[src/rtl/act_pingpong_memory.sv]
// Double-buffered activation memory: a producer fills one bank while a
// consumer reads the other, with bank swaps by done handshakes.
module act_pingpong_memory #(
    parameter string NAME      = "DEFAULT PP ACT MEM",
    parameter int    ENTRY_NUM = 1,
    parameter int    DIM       = 1,
    parameter int    DATA_SIZE = 64,
    parameter bit    DEBUG     = 1'b0
) (
    input  logic                 clk,
    input  logic                 rst,
    input  logic                 write,
    input  logic [15:0]          index_entry,
    input  logic [15:0]          index_y,
    input  logic [15:0]          index_x,
    input  logic [DATA_SIZE-1:0] in_data,
    input  logic                 write_done,
    output logic                 write_ready,
    output logic                 wr_bank,
    output logic [31:0]          wr_count,
    input  logic                 read_req,
    input  logic [15:0]          read_index_entry,
    input  logic [15:0]          read_index_y,
    input  logic [15:0]          read_index_x,
    input  logic                 read_done,
    output logic                 read_ready,
    output logic                 rd_bank,
    output logic [DATA_SIZE-1:0] out_data,
    output logic                 out_valid,
    output logic [1:0]           err
);

    localparam int DEPTH = ENTRY_NUM * DIM * DIM;
    localparam int AW    = (DEPTH > 1) ? $clog2(DEPTH) : 1;

    localparam logic [31:0] ENTRY_LIM = 32'(ENTRY_NUM);
    localparam logic [31:0] DIM_LIM   = 32'(DIM);

    // Range checks on the raw 16-bit indices, widened, never truncated.
    function automatic logic in_range(
        input logic [15:0] e,
        input logic [15:0] y,
        input logic [15:0] x
    );
        return ({16'h0, e} < ENTRY_LIM) &&
               ({16'h0, y} < DIM_LIM) &&
               ({16'h0, x} < DIM_LIM);
    endfunction

    // Flat address computed at full width; only the low bits are needed
    // once the indices are known to be in range.
    function automatic logic [AW-1:0] flat_addr(
        input logic [15:0] e,
        input logic [15:0] y,
        input logic [15:0] x
    );
        logic [63:0] f;
        f = ({48'h0, e} * 64'(DIM) + {48'h0, y}) * 64'(DIM) + {48'h0, x};
        return AW'(f);
    endfunction

    logic [DATA_SIZE-1:0] mem_q [2][DEPTH];

    logic                 wr_bank_q, wr_bank_d;
    logic                 rd_bank_q, rd_bank_d;
    logic [1:0]           full_q, full_d;
    logic [31:0]          wr_count_q, wr_count_d;
    logic [DATA_SIZE-1:0] out_data_q, out_data_d;
    logic                 out_valid_q, out_valid_d;
    logic [1:0]           err_q, err_d;

    logic          wr_in_range;
    logic          rd_in_range;
    logic [AW-1:0] waddr;
    logic [AW-1:0] raddr;
    logic          wr_acc;
    logic          wd_acc;
    logic          rr_acc;
    logic          rd_acc;

    assign write_ready = !full_q[wr_bank_q];
    assign read_ready  = full_q[rd_bank_q];

    assign wr_in_range = in_range(index_entry, index_y, index_x);
    assign rd_in_range = in_range(read_index_entry, read_index_y,
                                  read_index_x);
    assign waddr = flat_addr(index_entry, index_y, index_x);
    assign raddr = flat_addr(read_index_entry, read_index_y, read_index_x);

    assign wr_acc = write && write_ready && wr_in_range;
    assign wd_acc = write_done && write_ready;
    assign rr_acc = read_req && read_ready;
    assign rd_acc = read_done && read_ready;

    // Next-state for bank ownership, counters, read port and error flags.
    always_comb begin
        wr_bank_d   = wr_bank_q;
        rd_bank_d   = rd_bank_q;
        full_d      = full_q;
        wr_count_d  = wr_count_q;
        out_data_d  = out_data_q;
        out_valid_d = 1'b0;
        err_d       = err_q;

        if (wd_acc) begin
            full_d[wr_bank_q] = 1'b1;
            wr_bank_d         = !wr_bank_q;
            wr_count_d        = 32'd0;
        end else if (wr_acc && (wr_count_q != 32'hFFFF_FFFF)) begin
            wr_count_d = wr_count_q + 32'd1;
        end

        if (rd_acc) begin
            full_d[rd_bank_q] = 1'b0;
            rd_bank_d         = !rd_bank_q;
        end

        if (rr_acc) begin
            out_valid_d = 1'b1;
            out_data_d  = rd_in_range ? mem_q[rd_bank_q][raddr] : '0;
        end

        if ((write && write_ready && !wr_in_range) ||
            (rr_acc && !rd_in_range)) begin
            err_d[0] = 1'b1;
        end

        if ((write && !write_ready) || (write_done && !write_ready) ||
            (read_req && !read_ready) || (read_done && !read_ready)) begin
            err_d[1] = 1'b1;
        end
    end

    // State registers with synchronous reset.
    always_ff @(posedge clk) begin
        if (rst) begin
            wr_bank_q   <= 1'b0;
            rd_bank_q   <= 1'b0;
            full_q      <= 2'b00;
            wr_count_q  <= 32'd0;
            out_data_q  <= '0;
            out_valid_q <= 1'b0;
            err_q       <= 2'b00;
        end else begin
            wr_bank_q   <= wr_bank_d;
            rd_bank_q   <= rd_bank_d;
            full_q      <= full_d;
            wr_count_q  <= wr_count_d;
            out_data_q  <= out_data_d;
            out_valid_q <= out_valid_d;
            err_q       <= err_d;
        end
    end

    // Storage array; contents survive reset, writes are blocked during it.
    always_ff @(posedge clk) begin
        if (!rst && wr_acc) begin
            mem_q[wr_bank_q][waddr] <= in_data;
        end
    end

    assign wr_bank   = wr_bank_q;
    assign rd_bank   = rd_bank_q;
    assign wr_count  = wr_count_q;
    assign out_data  = out_data_q;
    assign out_valid = out_valid_q;
    assign err       = err_q;

    if (DEBUG) begin : g_debug
        // Trace accepted writes and bank swaps.
        always_ff @(posedge clk) begin
            if (!rst && wr_acc) begin
                $display("%s: write bank=%0d e=%0d y=%0d x=%0d data=%f",
                         NAME, wr_bank_q, index_entry, index_y, index_x,
                         $bitstoreal(64'(in_data)));
            end
            if (!rst && wd_acc) begin
                $display("%s: wr_bank -> %0d", NAME, !wr_bank_q);
            end
            if (!rst && rd_acc) begin
                $display("%s: rd_bank -> %0d", NAME, !rd_bank_q);
            end
        end
    end

endmodule

[config.mk]
export PLATFORM = sky130hd
export DESIGN_NAME = act_pingpong_memory
export DESIGN_NICKNAME = d
export VERILOG_FILES = /design/src/rtl/act_pingpong_memory.sv
export SDC_FILE = /design/constraint.sdc
export NUM_CORES = 1
export LEC_CHECK = 0
export CORE_MARGIN = 4
export CORE_UTILIZATION = 60
export DETAILED_ROUTE_END_ITERATION = 7
export DONT_BUFFER_PORTS = 1
export GPL_ROUTABILITY_DRIVEN = 0
export PLACE_DENSITY_LB_ADDON = 0.08
export SETUP_SLACK_MARGIN = 0.5
export SLEW_MARGIN = 40
export SYNTH_ARGS = -nofsm -noshare
export SYNTH_HDL_FRONTEND = slang
export SYNTH_SLANG_ARGS = --single-unit
export TNS_END_PERCENT = 10
[constraint.sdc]
create_clock -name clk -period 19.15 [get_ports clk]
set_clock_uncertainty 0.1 [all_clocks]
set_input_delay 5.745 -clock clk [delete_from_list [all_inputs] [get_ports clk]]
set_output_delay 5.745 -clock clk [all_outputs]
set_load 0.05 [all_outputs]
======== After elaboration in Yosys (flattened, before gate mapping) ========
Memories as Yosys holds them, arrays and structs flattened. A register that Yosys moved wholly into a read port is not among the register bits.
Cells that the tools add are included.
word-level totals
  register bits after elaboration ......... 103
  RAM bits ................................ 128
  bits of input ports ..................... 166
  output and inout bits ................... 103
  word-level logic and storage cells ...... 81
  memories kept ........................... 1
memories
  memory  depth  width  read ports  clocked after Yosys merged registers in  write ports  RTL line  source
  mem_q   2      64     1           1                                        1            62        logic [DATA_SIZE-1:0] mem_q [2][DEPTH];
cells by class
  $add $sub $neg .......................... 5
  $lt $le $gt $ge ......................... 13
  eq/ne operators ......................... 1
  mux-type cells .......................... 18
  bitwise logic cells ..................... 3
  reduce and logical (&&, ||, !) cells .... 32
operator list
  kind                                                                    count
  64-bit two-way mux                                                      2
  16-bit by 1-bit < comparator with 1-bit output (second input constant)  6
  32-bit by 1-bit adder with 32-bit output (second input constant)        1
  32-bit inequality test (second input constant)                          1
  1-bit logical AND                                                       20
  1-bit two-way mux                                                       12
  1-bit zero test                                                         7
  1-bit adder                                                             4
  1-bit logical OR                                                        4
  1-bit by 2-bit < comparator with 1-bit output (second input constant)   2
  2-bit two-way mux                                                       2
  1-bit greater-or-equal comparator (second input constant)               3
  2-bit bitwise AND                                                       1
  1-bit demux with 1-bit select                                           2
  1-bit < comparator (second input constant)                              2
  2-bit NOT                                                               1
  2-bit bitwise OR                                                        1
  2-bit OR reduction                                                      1

======== Logic depth before layout (Yosys ltp) ========
Gate-level depths: netlist (run 1).
  word-level depth ........................ 8
  gate-level depth with buffers ........... 7

======== Worst setup path after synthesis (run 1) ========
OpenSTA, ideal clock, no wires.
  path kind ............................... input to register
  start point ............................. input index_y[4]
  end point ............................... memory mem_q[0][0] in the netlist's numbering, enable pin
  setup time .............................. 0.644 ns
  arrival ................................. 12.591 ns
  data required time ...................... 18.406 ns
  path slack .............................. 5.815 ns
  stages .................................. 4
  path buffers ............................ 0
  cells stage by stage .................... nor4_1 -> and4_1 -> nand3_1 -> nor4_1
between the ends
  cells in the longest elaborated chain, start to end .. 7
ends and longest elaborated chain
  element                                         RTL line  source
  from (decl)                                     14        input logic [15:0] index_y,
  16-bit by 1-bit < comparator with 1-bit output  46        ({16'h0, y} < DIM_LIM) &&
  1-bit logical AND                               45        return ({16'h0, e} < ENTRY_LIM) &&
  1-bit logical AND                               46
  1-bit logical AND                               90        assign wr_acc = write && write_ready && wr_in_range;
  1-bit logical AND                               157       if (!rst && wr_acc) begin
  1-bit two-way mux                               157
  1-bit two-way mux (not written as such)         158       mem_q[wr_bank_q][waddr] <= in_data;
  to (decl)                                       62
Every way passes these cells.

======== Worst setup path after layout (run 1) ========
  start point ............................. register wr_bank_q (netlist: wr_bank)
  end point ............................... output write_ready
between the ends
  cells in the longest elaborated chain, start to end .. 3
ends and longest elaborated chain
  element                                               RTL line  source
  from (decl)                                           64        logic wr_bank_q, wr_bank_d;
  from (signal assigned)                                145       wr_bank_q <= wr_bank_d;
  1-bit two-way mux (not written as such) (2 in a row)  81        assign write_ready = !full_q[wr_bank_q];
  1-bit zero test                                       81
  to (decl)                                             18        output logic write_ready,
Every way passes these cells. The select of a mux whose other input is x is not followed.

==> results of run 1 <==
## layer usage
| metal | vias to the layer above | GRT usage, % | routed length [µm] |
|---|---|---|---|
| met5 | - | 3.24 | 0 |
| met4 | 0 | 5.81 | 387 |
| met3 | 33 | 14.1 | 2980 |
| met2 | 233 | 36.3 | 9570 |
| met1 | 2848 | 30.2 | 7920 |
| li1 | 2679 | - | - |
## through the flow
step	util, %	power (W)
final	68.8	0.000985
after global routing	68.8	0.00102
after CTS	68.8	0.000993
after detailed placement	63.7	0.000570
after global placement	63.3	0.000568
after floorplan	-	0.000563
## logic make-up after synthesis
| group | synth area share, % |
|---|---|
| flip-flops | 67.5 |
| XOR/XNOR | 0.200 |
| AND/OR/NAND/NOR | 13.7 |
| adder cells (fa/ha/maj) | 0.143 |
| multiplexers | 8.06 |
| AO/OA/AOI/OAI | 8.58 |
| buffers and inverters | 1.80 |
## worst reg2reg max path, cell delays in order (launching register included)
cell	delay [ps]
dfxtp_1	880
mux2_4	390
or4_1	460
or4_4	590
or4b_1	550
a21oi_1	150
## placed cells by master, fill, tap and decap left out, types with 5 or more instances in the layout
master     instances
nand2_1           81
clkbuf_16         24
clkinv_1           5
nor2_1            11
or4_1             16
and4_1             6
and3_1             8
clkbuf_1          10
o21ai_0           78
o211ai_1           6
nand3_1           16
a21oi_1           27
nor4_1            30
dfxtp_1          102
edfxtp_1         128
nand2b_1           5
mux2i_1           68
inv_1              6
nand4_1           20
or3_1             10
nor3_1             9
o31ai_1           10
## final timing paths
kind              slack, ps   startpoint  cells after the start           end
setup / recovery      11030      wr_bank                      2   write_ready
hold / removal          420  mem_q[0][4]                      2   out_data[4]
setup reg to reg      15960      wr_bank                      5  wr_count[31]
hold reg to reg         420  mem_q[0][4]                      2   out_data[4]
## report_power, final
group | internal [W] | switching [W] | leakage (nW)
combinational | 0.00000981 | 0.0000177 | 0.647
sequential | 0.000526 | 0.00000600 | 1.99
clock | 0.000246 | 0.000179 | 0.348
## cell type report
type / count / area share (%)
Multi-Input combinational cell: 433 / 28.1
Timing Repair Buffer: 5 / 0.722
Tap cell: 180 / 2.32
Clock inverter: 10 / 0.826
Inverter: 6 / 0.232
Sequential cell: 232 / 61.1
Clock buffer: 34 / 6.58
Antenna cell: 1 / 0.0258
## flip-flops by register name, indices dropped and copies added, names as in the netlist, named ones only
| name | cells |
|---|---|
| wr_bank | 1 |
| full_q | 2 |
| err | 2 |
| wr_count | 32 |
| out_valid | 1 |
| out_data | 64 |
| mem_q | 128 |
| rd_bank | 1 |
==> reports/results.tsv, run 1 <==
stage	metric	value	unit
status	status	finished clean	
clocking	clock-sinks	232	
synth	syn_inst	705	
floorplan	io_pins	269	
route	antenna_left	0	
sta	hold_viol	0	
synth	synth_area_leaders	edfxtp_1 (44%), dfxtp_1 (24%), mux2i_1 (7.8%), o21ai_0 (4.4%), nand2_1 (3.5%)	
finish	drive_above_1_share	7.08	%
floorplan	dieArea	16600	µm²
clocking	clk_pin_slew	60	ps
finish	final-seq-area	5930	µm²
route	drt-initial-drc-count	386	
finish	fill_cells	982	
floorplan	core-area	14100	µm²
synth	synth_edf_count	128	
sta	slew_headroom	42.7	%
synth	synth.most_common_cell	edfxtp_1	
synth	async_flop_share	0	%
placement	io_buffers	0	
synth	yosysWarnings	0	
critical_path	path_max_fanout	7	
critical_path	crit_type	reg2out	
floorplan	die_h	129	µm
finish	multi_input_area	2730	µm²
sta	rsz0062_at_grt	no	
hold_path	hold_path_class	reg2reg	
synth	yosysUniqueCellTypes	42	
route	firstDrtPassIters	5	
sta	timing.final.ws_setup	11030	ps
floorplan	dieWidth	129	µm
global_routing	antenna_found_initial	1	
pwr	powerDensity	102	nW/µm²
global_routing	grt_max_degree	65	
clocking	cts_tree	done	
floorplan	num_rows	43	
placement	placed_area	8980	µm²
route	vias	5793	
synth	yosysSeqAreaShare	67.5	%
clocking	ctsResizeCount	0	
route	wl	20900	µm
sta	slew_violations	0	
global_routing	grt_pass1_wl	31400	µm
placement	dp_worst_setup_slack	11210	ps
synth	avgSynthCellArea	12.4	µm²
critical_path	setup.worst_path.start_class	flip-flop	
finish	stdcell_count	901	
route	drc	0	
pwr	p_leak	2.98	nW
placement	place_hpwl	14200	µm
clocking	clk_latency	510	ps
critical_path	worstSetupEndpointType	primary output	
sta	whs	421	ps
critical_path	crit_chain	mux2_4, inv_1	
finish	syn2layout_area_growth	10.5	%
clocking	cts_max_level	1	
job	cap_violations	0	
synth	synth-seq-cells	232	
sta	timing.fmax	0.123	GHz
critical_path	crit_arrival	2280	ps
global_routing	grt_remaining_overflow	0	
global_routing	grt.total_usage	24.2	%
placement	dp.cells	856	
synth	synth_ff_type	edfxtp_1	
finish	fin_nets	869	
route	viasPerCell	6.43	
critical_path	crit_family	flip-flops	
floorplan	initial_core_util	62.2	%
clocking	post_cts_buffers	0	
synth	yosys.area.top_type	edfxtp_1	
clocking	cts.path.max_buffers	3	
sta	setup_tns	0	ps
synth	synth_area	8770	µm²
critical_path	crit_path_max_incr_delay	880	ps
route	wire_per_inst	23.2	µm
synth	synth_commonest_cells	edfxtp_1 (128), dfxtp_1 (104), nand2_1 (82)	
clocking	clockRootBuffer	clkbuf_16	
sta	setup_viol	0	
critical_path	slowest_stage	dfxtp_1	
clocking	cts_hold_buf	0	
finish	final_area	9700	µm²
synth	yosysTopAreaCellShare	43.8	%
sta	timing.final.crit_share	42.4	%
synth	synth_fp_nets	872	
critical_path	crit_required	13300	ps
sta	worstMarginPinSlew	859	ps
sta	min_period	8120	ps
pwr	ir_drop	89.4	µV
critical_path	crit_buf_inv	1	
global_routing	first_global_vias	5641	
clocking	cts_buffers	24	
(Power assumes the default switching activity.)
==> run 2: changes to the inputs <==
==> constraint.sdc (replaced) <==
create_clock -name clk -period 7.9 [get_ports clk]
set_clock_uncertainty 0.1 [all_clocks]
set_input_delay 2.37 -clock clk [delete_from_list [all_inputs] [get_ports clk]]
set_output_delay 2.37 -clock clk [all_outputs]
set_load 0.05 [all_outputs]
==> run 2 against run 1 <==
Cell count down 0.33%. Via count down 0.12%. Count of clock-buffer cells in the layout fell by 2. Design area is essentially flat. Sequential power up 140%. Largest cell class unchanged. Worst setup slack got worse by 7900 ps. First-iteration DRC count is 16% higher. Die area stayed put. Critical path type unchanged.
==> reports/results.tsv, run 2 (synthesis results as in run 1) <==
stage	metric	value	unit	change
sta	slew_violations	0		unchanged
clocking	clockRootBuffer	clkbuf_16		
finish	drive_above_1_share	7.52	%	+0.44 points
global_routing	grt.total_usage	24.2	%	+0.047 points
clocking	cts.path.max_buffers	3		unchanged
placement	place_hpwl	14300	µm	+0.58%
critical_path	crit_type	reg2out		
sta	setup_tns	0	ps	unchanged
clocking	post_cts_buffers	0		unchanged
clocking	cts_buffers	23		-4.2%
clocking	clk_pin_slew	60	ps	about the same
pwr	p_total	0.00236	W	+140%
clocking	clock-sinks	232		unchanged
route	vias	5786		-0.12%
sta	timing.final.crit_share	60.2	%	
sta	timing.final.ws_setup	3140	ps	-7890 ps
hold_path	hold_path_class	reg2reg		
route	antenna_left	0		unchanged
critical_path	crit_arrival	2290	ps	about the same
global_routing	grt_remaining_overflow	0		unchanged
floorplan	num_rows	43		unchanged
critical_path	rr_startpoint	wr_bank		
clocking	cts_hold_buf	0		unchanged
finish	final_cell_mix	edfxtp_1 (128), dfxtp_1 (102), nand2_1 (81)		
global_routing	first_global_vias	5834		+3.4%
floorplan	dieWidth	129	µm	unchanged
clocking	cts_max_level	1		unchanged
placement	io_buffers	0		unchanged
route	viasPerCell	6.44		+0.21%
route	wire_per_inst	23.0	µm	-0.81%
critical_path	crit_start	wr_bank		
critical_path	cp-endpoint	write_ready		
job	cap_violations	0		unchanged
finish	regMostFlops	mem_q		
floorplan	dieArea	16600	µm²	unchanged
floorplan	initial_core_util	62.2	%	unchanged
finish	fin_nets	868		-0.12%
status	status	finished clean		
floorplan	core-area	14100	µm²	unchanged
finish	post-route-util	68.7	%	about the same
critical_path	r2r_end	wr_count[31]		
global_routing	grt_pass1_wl	31600	µm	+0.62%
critical_path	crit_required	5430	ps	-7870 ps
sta	timing.fmax	0.210	GHz	
pwr	p_leak	3.00	nW	+0.56%
finish	mostFrequentLayoutCell	edfxtp_1		
finish	antenna_cells	0		-1
sta	worstMarginPinSlew	895	ps	+36.6 ps
route	drc	0		unchanged
global_routing	antenna_found_initial	1		unchanged
pwr	powerDensity	244	nW/µm²	+140%
critical_path	path_max_fanout	7		unchanged
sta	hold_viol	0		unchanged
placement	dp_worst_setup_slack	3300	ps	-7910 ps
critical_path	r2r_cells	5		unchanged
sta	rsz0062_at_grt	no		
finish	syn2layout_area_growth	10.4	%	about the same
finish	fill_cells	1036		+5.5%
route	drt-initial-drc-count	446		+16%
clocking	cts_tree	done		
global_routing	grt_max_degree	65		unchanged
sta	setup_viol	0		unchanged
critical_path	setup.worst_path.start_class	flip-flop		
finish	final_area	9690	µm²	about the same
sta	slew_headroom	40.2	%	-2.4 points
route	wl	20600	µm	-1.1%
placement	placed_area	8980	µm²	unchanged
critical_path	r2r_slack	4670	ps	-11,290 ps
clocking	clk_latency	500	ps	about the same
pwr	ir_drop	214	µV	+140%
floorplan	io_pins	269		unchanged
critical_path	worstSetupEndpointType	primary output		
clocking	ctsResizeCount	0		unchanged
finish	largest_register_ff_count	128		unchanged
sta	min_period	4760	ps	
floorplan	die_h	129	µm	unchanged
route	firstDrtPassIters	5		unchanged
run 2: per-layer routing:
metal | track usage (%) | vias to the layer above | share of wire (%)
li1 | - | 2672 | -
met1 | 30.6 | 2826 | 37
met2 | 36.0 | 248 | 46
met3 | 14.4 | 38 | 15
met4 | 5.93 | 2 | 2.1
met5 | 0 | - | 0.034
run 2: worst min-delay path by stage:
stage | startpoint | endpoint | slack (ps) | depth (start not counted)
finish | mem_q[0][51] | out_data[51] | 420 | 2
global route | mem_q[0][46] | out_data[46] | 450 | 2
CTS | mem_q[0][51] | out_data[51] | 420 | 2
detailed placement | mem_q[0][12] | out_data[12] | 420 | 2
global placement | mem_q[0][7] | out_data[7] | 400 | 2
floorplan | mem_q[0][10] | out_data[10] | 390 | 2
run 2: power by group:
group | total (W) | switching (W) | internal (W)
Combinational | 0.0000670 | 0.0000432 | 0.0000238
Clock | 0.00100 | 0.000434 | 0.000569
Sequential | 0.00129 | 0.0000145 | 0.00127
run 2: final cells by class:
| cell class | count | area (µm²) | area share, % |
|---|---|---|---|
| Sequential cell | 232 | 5930 | 61.2 |
| Tap cell | 180 | 225 | 2.32 |
| Inverter | 6 | 22.5 | 0.232 |
| Clock inverter | 10 | 63.8 | 0.658 |
| Timing Repair Buffer | 5 | 70.1 | 0.723 |
| Multi-Input combinational cell | 433 | 2740 | 28.3 |
| Clock buffer | 32 | 639 | 6.60 |
run 2: critical path: stages (launching register included):
cell     delay, ps
dfxtp_1        910
mux2_4         390
inv_1          480
run 2: stage by stage:
stage,cells,hold WS (ps)
2_1_floorplan,705,393
3_3_place_gp,854,398
3_5_place_dp,856,417
4_1_cts,898,423
5_1_grt,898,453
6_report,898,418
==> RTL change (flow settings as in run 2) <==
The parameter `ENTRY_NUM` goes from 1 to 2.
--- a/src/rtl/act_pingpong_memory.sv
+++ b/src/rtl/act_pingpong_memory.sv
@@ -3,5 +3,5 @@
 module act_pingpong_memory #(
     parameter string NAME      = "DEFAULT PP ACT MEM",
-    parameter int    ENTRY_NUM = 1,
+    parameter int    ENTRY_NUM = 2,
     parameter int    DIM       = 1,
     parameter int    DATA_SIZE = 64,
Behaviour: not the same (Yosys sat finds a counterexample within 4 cycles, from zero or initial values and one cycle with rst high).
==> RTL change against run 2 <==
  * Sequential cell count up 128
  * Power is 60% higher
  * Largest cell class unchanged
  * Wire length rose by 37%
  * Synthesized cell count up 6.5%
  * Die area rose by 48%
  * Global-route usage is 1.2 points lower
  * Final area increased by 53%
  * Highest routed layer is now met4
  * Worst setup slack gained 190 ps
  * Area after synthesis is 52% higher
  * Via count rose by 22%
  * Fmax grew 4.1%
  * Utilization fell by 0.82 points
==> RTL change: results (changes against run 2) <==
stage,metric,value,unit,change
yosys,synth.distinct_cells,45,,+7.1%
global_routing,met2_usage,37.0,%,+0.98 points
global_routing,grt_antenna_before_repair,0,,-1
placement,placed_cell_area,13700,sq um,+53%
final_layout,drive_gt1_share,19.7,%,+12 points
route,vias,7037,,+22%
sta,worstMarginPinSlew,795,ps,-101 ps
yosys,seq_area_frac_synth,73.3,%,+5.7 points
placement,pre_cts_ws,2810,ps,-491 ps
route,top_layer_used,met4,,
setup_path,max_stage_delay,580,ps,-330 ps
route,route.met2.wl,13.8,mm,+46%
setup_path,critPathMaxFanout,34,,+27
outcome,status,completed,,
final_layout,largest_reg_flops,256,,+100%
yosys,synthXorXnorAreaFrac,1.77,%,+1.6 points
yosys,syn_nets,918,,+5.3%
yosys,synthMuxAreaShare,11.1,%,+3.0 points
power,switching_share,19.8,%,-1.0 points
yosys,synth_edf_count,256,,+100%
clock_network,htreeDepth,2,,+1
placement,hpwl,18.3,mm,+28%
setup_path,worst_r2r_path_depth,6,,+1
yosys,syn_inst,751,,+6.5%
yosys,ys_top_cells_by_count,"256 x edfxtp_1, 104 x dfxtp_1, 64 x a22o_1, 64 x mux4_2, 38 x nor2_1",,
[RTL change: logic make-up after synthesis]
logic type | Yosys count
DFF | 360
and+or+nand+nor | 167
buffers and inverters | 39
muxes | 66
AOI/OAI and AO/OA | 91
xor gates and xnor gates | 27
adders and majority gates | 1
[RTL change: worst max-delay path, delay by kind of cell]
| family | cells | cell delay (ps) |
|---|---|---|
| buf+inv | 1 | 300 |
| simple gates | 5 | 1950 |
[RTL change: layout make-up]
cell class | instances | area [sq um]
clock buffers | 48 | 986
clock inverters | 16 | 143
fillers | 1459 | 7000
inverters | 4 | 15.0
multi-input cells | 352 | 3440
flip-flops and latches | 360 | 9770
well taps | 280 | 350
repair buffers | 11 | 115
[RTL change: worst min-delay path by stage]
stage	startpoint	to	slack (ps)	cells past startpoint
final	full_q[1]	wr_bank	480	2
after floorplan	full_q[1]	wr_bank	440	2
after CTS	full_q[1]	wr_bank	480	2
after global routing	full_q[1]	wr_bank	530	2
after global placement	full_q[1]	wr_bank	470	2
after detailed placement	full_q[1]	wr_bank	470	2
